`config.mk`:
```
export PLATFORM = sky130hd
export DESIGN_NAME = seq_mul_shift_add
export DESIGN_NICKNAME = d
export VERILOG_FILES = /design/src/rtl/seq_mul_defs_pkg.sv /design/src/rtl/mul_addsub_unit.sv /design/src/rtl/seq_mul_shift_add.sv
export SDC_FILE = /design/constraint.sdc
export NUM_CORES = 1
export LEC_CHECK = 0
export CAP_MARGIN = 20
export CORE_MARGIN = 4
export CORE_UTILIZATION = 51
export CTS_CLUSTER_DIAMETER = 60
export CTS_CLUSTER_SIZE = 30
export DETAILED_ROUTE_END_ITERATION = 6
export GPL_TIMING_DRIVEN = 1
export HOLD_SLACK_MARGIN = 0.03
export PLACE_DENSITY = 0.74
export SLEW_MARGIN = 20
export SYNTH_ARGS = -nofsm -noshare
export SYNTH_HDL_FRONTEND = slang
export SYNTH_SLANG_ARGS = --single-unit
```
`constraint.sdc`:
```
create_clock -name clk -period 2.7 [get_ports clk]
set_input_delay 0.54 -clock clk [delete_from_list [all_inputs] [get_ports clk]]
set_output_delay 0.54 -clock clk [all_outputs]
set_load 0.03 [all_outputs]
```
`src/rtl/seq_mul_defs_pkg.sv`:
```
// -----------------------------------------------------------------------------
// seq_mul_defs
// Shared definitions for the sequential shift-and-add multiplier:
//   - FSM state encoding (binary): S_IDLE, S_CALC, S_DONE
//   - default operand width and iteration-counter width
// -----------------------------------------------------------------------------
package seq_mul_defs;

  localparam int DEF_WIDTH = 4;
  localparam int DEF_CNT_W = 3;

  typedef enum logic [1:0] {
    S_IDLE = 2'd0,
    S_CALC = 2'd1,
    S_DONE = 2'd2
  } state_t;

endpackage : seq_mul_defs

```
`src/rtl/mul_addsub_unit.sv`:
```
// -----------------------------------------------------------------------------
// mul_addsub_unit
// N-bit ripple-carry adder/subtractor built from full-adder cells.
//   sum/carry = x + (sub ? ~y : y) + sub
// Ports:
//   x     in  N  first operand
//   y     in  N  second operand
//   sub   in  1  1 = subtract (invert y and inject carry-in)
//   sum   out N  result
//   carry out 1  carry out of the most significant cell
// -----------------------------------------------------------------------------
module mul_addsub_unit #(
  parameter int N = 5
) (
  input  logic [N-1:0] x,
  input  logic [N-1:0] y,
  input  logic         sub,
  output logic [N-1:0] sum,
  output logic         carry
);

  logic [N-1:0] y_eff;
  logic         cy;

  always_comb begin
    y_eff = y ^ {N{sub}};
    cy    = sub;
    sum   = '0;
    for (int i = 0; i < N; i++) begin
      sum[i] = x[i] ^ y_eff[i] ^ cy;
      cy     = (x[i] & y_eff[i]) | (cy & (x[i] ^ y_eff[i]));
    end
    carry = cy;
  end

endmodule : mul_addsub_unit

```
`src/rtl/seq_mul_shift_add.sv`:
```
// -----------------------------------------------------------------------------
// seq_mul_shift_add
// Sequential shift-and-add multiplier. Operands are latched on a start
// request taken in IDLE; WIDTH iterations follow (one adder pass per cycle),
// then a one-cycle done strobe. product holds until the next completion.
//
// Optional build macro: SEQ_MUL_SIGNED_EN
//   defined   -> two's-complement operands (sign-extended accumulate,
//                final iteration subtracts the multiplicand)
//   undefined -> unsigned operands
//
// Ports:
//   clk     in  1        system clock, rising edge
//   rst_n   in  1        asynchronous active-low reset
//   start   in  1        request; only sampled in IDLE
//   a       in  WIDTH    multiplicand
//   b       in  WIDTH    multiplier
//   busy    out 1        high while iterating
//   done    out 1        one-cycle completion strobe
//   product out 2*WIDTH  result register
// -----------------------------------------------------------------------------
module seq_mul_shift_add
  import seq_mul_defs::*;
#(
  parameter int WIDTH = DEF_WIDTH,
  parameter int CNT_W = DEF_CNT_W
) (
  input  logic                 clk,
  input  logic                 rst_n,
  input  logic                 start,
  input  logic [WIDTH-1:0]     a,
  input  logic [WIDTH-1:0]     b,
  output logic                 busy,
  output logic                 done,
  output logic [2*WIDTH-1:0]   product
);

  state_t            state, state_next;
  logic [WIDTH-1:0]  m_reg;   // latched multiplicand
  logic [WIDTH-1:0]  q_reg;   // multiplier, shifted right; low product bits enter at the top
  logic [WIDTH-1:0]  p_reg;   // accumulator (high half of the running product)
  logic [CNT_W-1:0]  cnt;

  logic [WIDTH:0]    adder_x;
  logic [WIDTH:0]    adder_y;
  logic              adder_sub;
  logic [WIDTH:0]    adder_sum;
  logic              add_carry_unused;

  logic              last_iter;
  logic [WIDTH-1:0]  p_next;
  logic [WIDTH-1:0]  q_next;

  assign last_iter = (cnt == CNT_W'(1));

  // Adder operand selection. When Q[0]=0 the adder passes P through.
`ifdef SEQ_MUL_SIGNED_EN
  always_comb begin
    adder_x   = {p_reg[WIDTH-1], p_reg};
    adder_y   = q_reg[0] ? {m_reg[WIDTH-1], m_reg} : '0;
    // The multiplier's sign bit has negative weight, so the last partial
    // product is subtracted rather than added.
    adder_sub = q_reg[0] & last_iter;
  end
`else
  always_comb begin
    adder_x   = {1'b0, p_reg};
    adder_y   = q_reg[0] ? {1'b0, m_reg} : '0;
    adder_sub = 1'b0;
  end
`endif

  mul_addsub_unit #(
    .N (WIDTH + 1)
  ) u_addsub (
    .x     (adder_x),
    .y     (adder_y),
    .sub   (adder_sub),
    .sum   (adder_sum),
    .carry (add_carry_unused)
  );

  // {P,Q} <= {sum, Q[WIDTH-1:1]}: the WIDTH+1-bit sum already carries the
  // carry (unsigned) or the sign (signed) in its top bit.
  assign p_next = adder_sum[WIDTH:1];
  assign q_next = {adder_sum[0], q_reg[WIDTH-1:1]};

  always_comb begin
    state_next = state;
    busy       = 1'b0;
    done       = 1'b0;
    unique case (state)
      S_IDLE: begin
        if (start) state_next = S_CALC;
      end
      S_CALC: begin
        busy = 1'b1;
        if (last_iter) state_next = S_DONE;
      end
      S_DONE: begin
        done       = 1'b1;
        state_next = S_IDLE;
      end
      default: state_next = S_IDLE;
    endcase
  end

  always_ff @(posedge clk or negedge rst_n) begin
    if (!rst_n) begin
      state <= S_IDLE;
    end else begin
      state <= state_next;
    end
  end

  always_ff @(posedge clk or negedge rst_n) begin
    if (!rst_n) begin
      m_reg   <= '0;
      q_reg   <= '0;
      p_reg   <= '0;
      cnt     <= '0;
      product <= '0;
    end else begin
      unique case (state)
        S_IDLE: begin
          if (start) begin
            m_reg <= a;
            q_reg <= b;
            p_reg <= '0;
            cnt   <= CNT_W'(WIDTH);
          end
        end
        S_CALC: begin
          p_reg <= p_next;
          q_reg <= q_next;
          cnt   <= cnt - CNT_W'(1);
          if (last_iter) product <= {p_next, q_next};
        end
        default: ;
      endcase
    end
  end

endmodule : seq_mul_shift_add

```
==> impl_metrics.ini <==
[status]
status = finished clean

[cts]
root_buffer = clkbuf_4
cts_setup_buffers = 0
cts.clk_slew.worst_paths_ns = 0.14
clk_path_buf_depth = 2
clock_sinks = 25
htreeDepth = 1
cts_inserted_buffers = 3
ctsHoldBuffers = 0
cts_tree = done
clock_latency_ns = 0.33
cts_resized = 0

[finish]
top_register = product
drive_above_1_share_pct = 16.22
num_antenna_cells = 0
area_delta_synth_final_pct = 19.94
final_nets = 129
final.fill_count = 180
fin_area_um2 = 1468
largest_register_ffs = 8

[placed_design]
gp_congestion = 0.7336
io_buffers = 20
dpl.hpwl_um = 1655
placedInstanceArea_um2 = 1440

[timing]
finalCritPeriodShare_pct = 92.99
clock_skew_ns = 0.01106
relSlewSlack_pct = 62.29
max_freq_mhz = 398.3
timing.setup.tns_ns = 0
worstMarginPinSlew_ns = 0.5657
maxSlewViolCount = 0
rsz0062_at_grt = no
min_period_ns = 2.511
finalHoldViolCount = 0
setup_viol_count_final = 0

[floorplanning]
rows = 17
dieArea_um2 = 3247
fp.dieH_um = 56.99
fp.dieW_um = 56.99
fp.coreArea_um2 = 2255
start_util_pct = 54.27
ios = 21

[synthesis]
ys_ff_latch = 25
ys_seq_area_share_pct = 51.12
synth-async-reset-ratio_pct = 100.0
synth_edf_count = 0
synth_ff_type = dfrtp_1
syn_area_um2 = 1224
syn-num-nets = 105
yosysUniqueCellTypes = 27
syn_avg_cell_area_um2 = 13.91
ys_warn_count = 0
synthCells = 88

[global_routing]
grt_pass1_vias = 803
grt_max_degree = 26
track_usage_pct = 15.74
grt_pass1_wl_um = 3898
grt_antenna_before_repair = 0
grt_remaining_overflow = 0

[power_and_ir_drop]
p_per_area_nw_per_um2 = 1239
p_leak_nw = 0.6378
ir_drop_v = 0.0007556
total_power_mw = 1.819

[job]
cap_violations = 0

[worst_hold_path]
hold_depth = 1
min_to = m_reg[1]
min_path_type = flop to flop
min_from = m_reg[1]

[route]
via_per_inst = 5.295
num_vias = 736
drtAntennaViolNets = 0
routed_wl_um = 2221
wire_per_inst_um = 15.98
drc = 0
first_pass_iters = 4
drtIter0Drc = 14

[critical_path]
crit_path_end_kind = output pin
r2r-start = q_reg[0]
startpoint_type = flop
critical_path_class = flop to output pin
r2r_slack_ns = 0.41
cp-startpoint = state[1]
r2r-end = product[6]
crit_path_max_fanout = 13
r2r_cells = 7
critical_path_required_ns = 2.16
crit_arrival_ns = 1.97
## worst max-delay path: stages, from the launching register on
cell             delay (ns)
dfrtp_1                0.54
or2b_4                 0.35
inv_2                  0.09
clkdlybuf4s50_1        0.67
## synth_stat cells, types with 2 or more instances
cell / n / area share [%]
a22o_1: 2 / 1.4
mux2_1: 4 / 3.7
a211oi_1: 3 / 1.8
and2_1: 4 / 2.0
nor4b_1: 3 / 2.1
ha_1: 3 / 3.1
buf_6: 3 / 2.8
fa_1: 3 / 4.9
mux2i_1: 3 / 2.5
nor3b_1: 4 / 2.5
o22ai_1: 2 / 1.0
dfrtp_1: 25 / 51
inv_1: 10 / 3.1
mux2_4: 6 / 7.4
## per-layer routing
| layer | vias up | GRT usage, % | share of wire, % |
|---|---|---|---|
| li1 | 360 | - | - |
| met5 | - | 0 | 0 |
| met4 | 0 | 8.940 | 2.2 |
| met2 | 15 | 24.63 | 47 |
| met1 | 357 | 20.94 | 47 |
| met3 | 4 | 2.262 | 3.4 |
## cell families (layout without fill, tap and decap cells)
logic type               Yosys count  count (layout)  share of synthesized area (%)
multiplexers                      13              13                          13.50
AND/OR/NAND/NOR                   17              17                          11.76
adder cells (fa/ha/maj)            6               6                          7.976
AO/OA/AOI/OAI                     13              13                          9.510
buffers and inverters             14              37                          6.135
flip-flops                        25              25                          51.12
## cell type report
cell class / count / area, um2 / share of cell area, %
Multi-Input combinational cell: 49 / 523.0 / 35.64
Clock buffer: 3 / 22.52 / 1.535
Clock inverter: 1 / 5.005 / 0.3410
Sequential cell: 25 / 625.6 / 42.63
Tap cell: 28 / 35.03 / 2.387
Timing Repair Buffer: 22 / 215.2 / 14.66
Inverter: 11 / 41.29 / 2.813
## report_power, final
| group | total, mW | switching, mW | internal [mW] |
|---|---|---|---|
| sequential | 0.678 | 0.120 | 0.558 |
| clock | 0.171 | 0.115 | 0.0556 |
| combinational | 0.970 | 0.477 | 0.493 |
| total | 1.82 | 0.711 | 1.11 |
## worst max-delay path by stage
stage / to / slack (ns) / cells after the start
after floorplan: product[6] / 0.60 / 7
after global placement: product[6] / 0.53 / 7
after detailed placement: product[6] / 0.43 / 7
after CTS: busy / 0.17 / 3
after global routing: busy / 0.07 / 3
final: busy / 0.19 / 3
## placed cells by master, fill, tap and decap left out
master,Yosys,layout
dfrtp_1,25,25
clkdlybuf4s50_1,0,20
inv_1,10,10
mux2_4,6,6
and2_1,4,4
mux2_1,4,4
nor3b_1,4,4
mux2i_1,3,3
nor4b_1,3,3
a211oi_1,3,3
fa_1,3,3
ha_1,3,3
clkbuf_4,0,3
o22ai_1,2,2
a22o_1,2,2
buf_4,0,2
or2b_4,1,1
inv_2,1,1
nand2_1,1,1
nor2b_1,1,1
and4bb_1,1,1
o21bai_4,1,1
a31oi_1,1,1
nor3b_4,1,1
o21ba_2,1,1
a221oi_1,1,1
o2bb2ai_1,1,1
or4b_1,1,1
o221a_2,1,1
clkinv_2,0,1
## per-stage QoR
stage                     hold WS (ns)  utilization [%]  worst slack, ns  std cells
after floorplan                 0.2444                -           0.5966         88
after global placement          0.4699            63.87           0.5295        135
after detailed placement        0.4684            63.87           0.4338        135
after CTS                       0.5082            65.09           0.1661        139
after global routing            0.5353            65.09          0.07412        139
final                           0.5023            65.09           0.1894        139
No activity file was read; power rests on OpenSTA's default activity.
